`src/rtl/seven_seg_scan_ctrl_if.sv`:
```
// Load port of the 7-segment scan controller: valid/ready value load plus the
// transfer-complete pulse.
interface seven_seg_scan_ctrl_if;
  logic        load;
  logic        load_ready;
  logic [15:0] value;
  logic [3:0]  dp_in;
  logic        upd_done;

  modport master (
    output load, value, dp_in,
    input  load_ready, upd_done
  );

  modport slave (
    input  load, value, dp_in,
    output load_ready, upd_done
  );
endinterface

```
`src/rtl/seven_seg_scan_ctrl.sv`:
```
// Time-multiplexed scan controller for a 4-digit common-anode 7-segment display
// with a double-buffered value, blanking gaps between digits and registered outputs.
module seven_seg_scan_ctrl #(
  parameter int REFRESH_DIV = 100000,
  parameter int BLANK_CYC   = 4
) (
  input  logic                 clk,
  input  logic                 rst_n,
  seven_seg_scan_ctrl_if.slave bus,
  input  logic [3:0]           digit_en,
  output logic [3:0]           seg_an,
  output logic [7:0]           seg_cat
);

  localparam int CNT_W = (REFRESH_DIV > 2) ? $clog2(REFRESH_DIV) : 1;
  localparam logic [CNT_W-1:0] CNT_LAST  = CNT_W'(REFRESH_DIV - 1);
  localparam logic [CNT_W-1:0] BLANK_END = CNT_W'(BLANK_CYC);

  typedef enum logic {
    ST_BLANK,
    ST_DRIVE
  } state_t;

  state_t           state_q, state_d;
  logic [CNT_W-1:0] cnt_q, cnt_d;
  logic [1:0]       idx_q, idx_d;
  logic [3:0]       an_d;
  logic [7:0]       cat_d;

  logic [15:0] act_val, pend_val;
  logic [3:0]  act_dp, pend_dp;
  logic        pend_full;
  logic        upd_done_q;

  logic slot_end;
  logic frame_end;
  logic accept;

  // Active-low {g,f,e,d,c,b,a} pattern for one hex nibble.
  function automatic logic [6:0] decode(input logic [3:0] nib);
    logic [6:0] seg;
    case (nib)
      4'h0: seg = 7'h40;
      4'h1: seg = 7'h79;
      4'h2: seg = 7'h24;
      4'h3: seg = 7'h30;
      4'h4: seg = 7'h19;
      4'h5: seg = 7'h12;
      4'h6: seg = 7'h02;
      4'h7: seg = 7'h78;
      4'h8: seg = 7'h00;
      4'h9: seg = 7'h10;
      4'hA: seg = 7'h08;
      4'hB: seg = 7'h03;
      4'hC: seg = 7'h46;
      4'hD: seg = 7'h21;
      4'hE: seg = 7'h06;
      default: seg = 7'h0E;
    endcase
    return seg;
  endfunction

  assign slot_end  = (cnt_q == CNT_LAST);
  assign frame_end = slot_end && (idx_q == 2'd3);
  assign accept    = bus.load && !pend_full;

  assign bus.load_ready = !pend_full;
  assign bus.upd_done   = upd_done_q;

  always_comb begin
    // NOTE: every signal written here gets a default first so no latch is inferred.
    cnt_d   = cnt_q + 1'b1;
    idx_d   = idx_q;
    an_d    = 4'hF;
    cat_d   = 8'hFF;
    if (slot_end) begin
      cnt_d = '0;
      idx_d = idx_q + 2'd1;
    end
    // The state always tracks the counter value it is paired with.
    state_d = (cnt_d >= BLANK_END) ? ST_DRIVE : ST_BLANK;
    if (state_q == ST_DRIVE) begin
      if (digit_en[idx_q]) an_d = ~(4'b0001 << idx_q);
      cat_d = {~act_dp[idx_q], decode(act_val[4*idx_q +: 4])};
    end
  end

  always_ff @(posedge clk or negedge rst_n) begin
    if (!rst_n) begin
      state_q <= ST_BLANK;
      cnt_q   <= '0;
      idx_q   <= 2'd0;
      seg_an  <= 4'hF;
      seg_cat <= 8'hFF;
    end else begin
      // NOTE: sequential state uses non-blocking assignments so all registers
      // update from the same pre-edge values.
      state_q <= state_d;
      cnt_q   <= cnt_d;
      idx_q   <= idx_d;
      seg_an  <= an_d;
      seg_cat <= cat_d;
    end
  end

  // Swapping only at the frame boundary keeps every frame from a single value.
  always_ff @(posedge clk or negedge rst_n) begin
    if (!rst_n) begin
      act_val    <= '0;
      act_dp     <= '0;
      pend_val   <= '0;
      pend_dp    <= '0;
      pend_full  <= 1'b0;
      upd_done_q <= 1'b0;
    end else begin
      upd_done_q <= 1'b0;
      if (frame_end && pend_full) begin
        act_val    <= pend_val;
        act_dp     <= pend_dp;
        pend_full  <= 1'b0;
        upd_done_q <= 1'b1;
      end else if (accept) begin
        pend_val  <= bus.value;
        pend_dp   <= bus.dp_in;
        pend_full <= 1'b1;
      end
    end
  end

endmodule

```
`src/flat_wrapper.sv`:
```
// flat-port wrapper written by rule: the top's interface ports become plain ports
module seven_seg_scan_ctrl_flat 
#(
  parameter int REFRESH_DIV = 100000,
  parameter int BLANK_CYC   = 4
)
  (clk, rst_n, digit_en, seg_an, seg_cat, bus_load, bus_value, bus_dp_in, bus_load_ready, bus_upd_done);
  seven_seg_scan_ctrl_if bus_i ();
  input  logic clk;
  input  logic rst_n;
  input  logic [3:0] digit_en;
  output logic [3:0] seg_an;
  output logic [7:0] seg_cat;
  input wire logic [$bits(bus_i.load)-1:0] bus_load;
  input wire logic [$bits(bus_i.value)-1:0] bus_value;
  input wire logic [$bits(bus_i.dp_in)-1:0] bus_dp_in;
  output wire logic [$bits(bus_i.load_ready)-1:0] bus_load_ready;
  output wire logic [$bits(bus_i.upd_done)-1:0] bus_upd_done;
  assign bus_i.load = bus_load;
  assign bus_i.value = bus_value;
  assign bus_i.dp_in = bus_dp_in;
  assign bus_load_ready = bus_i.load_ready;
  assign bus_upd_done = bus_i.upd_done;
  seven_seg_scan_ctrl #(.REFRESH_DIV(REFRESH_DIV), .BLANK_CYC(BLANK_CYC)) u_core (.clk(clk), .rst_n(rst_n), .bus(bus_i), .digit_en(digit_en), .seg_an(seg_an), .seg_cat(seg_cat));
endmodule
```
`config.mk`:
```
export PLATFORM = sky130hd
export DESIGN_NAME = seven_seg_scan_ctrl_flat
export DESIGN_NICKNAME = d
export VERILOG_FILES = /design/src/rtl/seven_seg_scan_ctrl_if.sv /design/src/rtl/seven_seg_scan_ctrl.sv /design/src/flat_wrapper.sv
export SDC_FILE = /design/constraint.sdc
export NUM_CORES = 1
export LEC_CHECK = 0
export CAP_MARGIN = 20
export CORE_MARGIN = 1
export CORE_UTILIZATION = 40
export DETAILED_ROUTE_END_ITERATION = 8
export HOLD_SLACK_MARGIN = 0.15
export PLACE_DENSITY_LB_ADDON = 0.25
export SYNTH_ARGS = -nofsm -noshare
export SYNTH_HDL_FRONTEND = slang
export SYNTH_SLANG_ARGS = --single-unit
```
`constraint.sdc`:
```
create_clock -name clk -period 3.5 [get_ports clk]
set_input_delay 0.7 -clock clk [delete_from_list [all_inputs] [get_ports clk]]
set_output_delay 0.7 -clock clk [all_outputs]
set_load 0.02 [all_outputs]
```
==> results.cfg <==
[status]
status = completed

[yosys]
syn_inst = 282
synth-edff-count = 0
synth_cell_types = 44
syn-cell-area_um2 = 3560
async_flop_share_pct = 100
yosysMostFrequentCell = dfrtp_1
synth_largest_area_cell = dfrtp_1
ys_warn_count = 0
synthesis.nets = 320
synth_common_cells = 62 x dfrtp_1, 24 x nand2_1, 22 x mux2_2, 19 x mux2_4, 18 x nor2_1
ys.flop_type = dfrtp_1
seq_area_frac_synth_pct = 52.4
synth_top_area_share_pct = 43.6
ys_ff_latch = 74
yosys-top-cells-area = dfrtp_1 44%, dfstp_2 8.9%, mux2_4 8.0%
synth_area_per_cell_um2 = 12.6

[floorplanning]
core_um2 = 8680
die_h_um = 96.3
design.die.area_um2 = 9280
initial_utilization_pct = 41.0
ios = 41
num_rows = 34
die_x_um = 96.3

[place]
routabilityCongestion = 0.831
dp_hpwl_um = 4310
placedCellCount = 417
post-place-ws_ps = 1020
portBuffers = 40

[timing]
max_freq_mhz = 402
setup_ws_ps = 1010
rsz0062_at_grt = no
finalCriticalPeriod_ps = 2490
max_slew_margin_pct = 66.3
tightest_slew_ps = 505
fin_worst_skew_ps = 13.4
timing.hold.ws_ps = 184
hold_viol = 0
drv_slew = 0
setup_viol = 0
timing.setup.tns_ps = 0
finalCritPeriodShare_pct = 71.0

[clocking]
clock-sinks = 74
cts_max_level = 3
cts_buffers = 9
postCtsSetupRepairBufs = 0
clockRootBuffer = clkbuf_8
path_clk_slew_ps = 70
clk_path_buf_depth = 2
clock_latency_ps = 350
cts_resized = 0
cts_tree = done
postCtsHoldBufs = 0

[critical_path]
cpMostUsedCell = and3_4
slowest_stage = and3_4
cp_top_family = simple AND/OR/NAND/NOR gates
worstPathArrival_ps = 2720
cpPeakStageDelay_ps = 460
cp.required_ps = 3730
crit_chain = ha_1 -> and4_4 -> and3_4 -> and4_1 -> buf_4 -> and3_4 -> mux2_2
endpoint_kind = flip-flop
crit_type = flip-flop to flip-flop
start_kind = flip-flop
cp_max_fo = 21
crit_buf_inv = 1

[drt]
drtIter0Drc = 56
wirelength_um = 6040
vias_per_cell = 5.06
routedWlPerCell_um = 13.9
drc = 0
postRouteAntennaNets = 0
vias = 2195
drtPass1Iterations = 4

[pwr]
p_leak_uw = 0.00180
peakVddDrop_mv = 0.204
power_density_nw_per_um2 = 388

[global_route]
overflow = 0
antenna_found_initial = 0
grt_pass1_wl_um = 10500
grt_max_degree = 49
first_global_vias = 2164
grt_use_total_pct = 15.2

[hold_path]
hp-class = input port to asynchronous set/reset pin

[layout]
antenna_cells = 0
area_growth_pct = 18.8
drive_gt1_share_pct = 26.1
instances_no_fill = 434
final_nets = 359

[run]
maxCapViolations = 0
==> layer usage <==
| layer | routed length, µm | track usage [%] | vias to the layer above |
|---|---|---|---|
| li1 | - | - | 1057 |
| met1 | 3030 | 21.4 | 1085 |
| met2 | 2630 | 21.7 | 40 |
| met3 | 243 | 4.03 | 13 |
| met4 | 142 | 7.48 | 0 |
| met5 | 0 | 0 | - |
==> metrics by stage <==
step	total power [µW]	cell area (µm²)	util, %
after global placement	991	4010	46.2
after floorplan	936	3560	-
after global routing	1720	4230	48.7
after CTS	1660	4210	48.5
final	1640	4230	48.7
after detailed placement	994	4010	46.2
==> placed cells by master, fill, tap and decap left out, types with 2 or more instances in the layout <==
cell type / Yosys / final
nor3_1: 5 / 5
xor2_1: 5 / 5
nand3_1: 10 / 10
clkbuf_8: 0 / 10
clkinvlp_4: 0 / 3
o211ai_1: 3 / 3
inv_1: 9 / 9
and3_1: 3 / 3
o21ai_0: 8 / 8
clkdlybuf4s50_1: 0 / 39
mux2_2: 22 / 22
nor4_1: 5 / 5
buf_4: 2 / 5
dfrtp_1: 62 / 62
xnor2_1: 13 / 13
nor2_1: 18 / 18
o311ai_0: 2 / 2
nand2_1: 24 / 24
dfstp_2: 12 / 12
and3_4: 2 / 2
ha_1: 11 / 11
nor2b_1: 2 / 2
mux2_4: 19 / 19
nand4_1: 3 / 3
mux2i_1: 4 / 4
mux4_2: 5 / 5
a21oi_1: 2 / 2
clkbuf_1: 6 / 2
==> where the power goes <==
part | switching (µW) | internal (µW) | total (µW)
Sequential | 15.8 | 883 | 899
Combinational | 27.5 | 50.4 | 77.9
Clock | 316 | 349 | 666
==> flip-flops by register name, summed over array words and instances (netlist names) <==
name	flops
u_core.pend_full	1
u_core.pend_val	16
u_core.seg_an	4
u_core.state_q	1
u_core.pend_dp	4
u_core.bus.upd_done	1
u_core.idx_q	2
u_core.act_val	16
u_core.act_dp	4
u_core.seg_cat	8
u_core.cnt_q	17
==> kinds of logic after synthesis <==
family | Yosys count | synth area share (%)
buf+inv | 27 | 4.22
compound gates | 21 | 3.76
flops | 74 | 52.4
mux | 50 | 19.3
fa+ha+maj | 11 | 3.87
simple gates | 81 | 12.0
xor+xnor | 18 | 4.43
==> cell type report <==
cell class / count / area (µm²)
clock buffers: 12 / 145
clock inverters: 4 / 52.6
multi-input cells: 181 / 1540
well taps: 108 / 135
fillers: 794 / 4450
repair buffers: 46 / 453
flip-flops and latches: 74 / 1870
inverters: 9 / 33.8
==> worst register-to-register path, cell delays in order, from the launching register on <==
cell and delay, ps:
dfrtp_1 420, ha_1 270, and4_4 290, and3_4 200, and4_1 160, buf_4 190
and3_4 470, mux2_2 380
==> path summary, 6_finish.rpt <==
kind | start | endpoint | slack, ps | cells after the start
max in group asynchronous | rst_n | u_core.seg_cat[3] | 2560 | 3
setup / recovery | u_core.cnt_q[0] | u_core.act_val[0] | 1010 | 7
hold / removal | rst_n | u_core.cnt_q[6] | 180 | 1
setup reg to reg | u_core.cnt_q[0] | u_core.act_val[0] | 1010 | 7
hold reg to reg | u_core.pend_val[5] | u_core.act_val[5] | 500 | 1
min in group clk | u_core.pend_val[5] | u_core.act_val[5] | 500 | 1
Note: power is estimated with default switching activity, not from simulation.
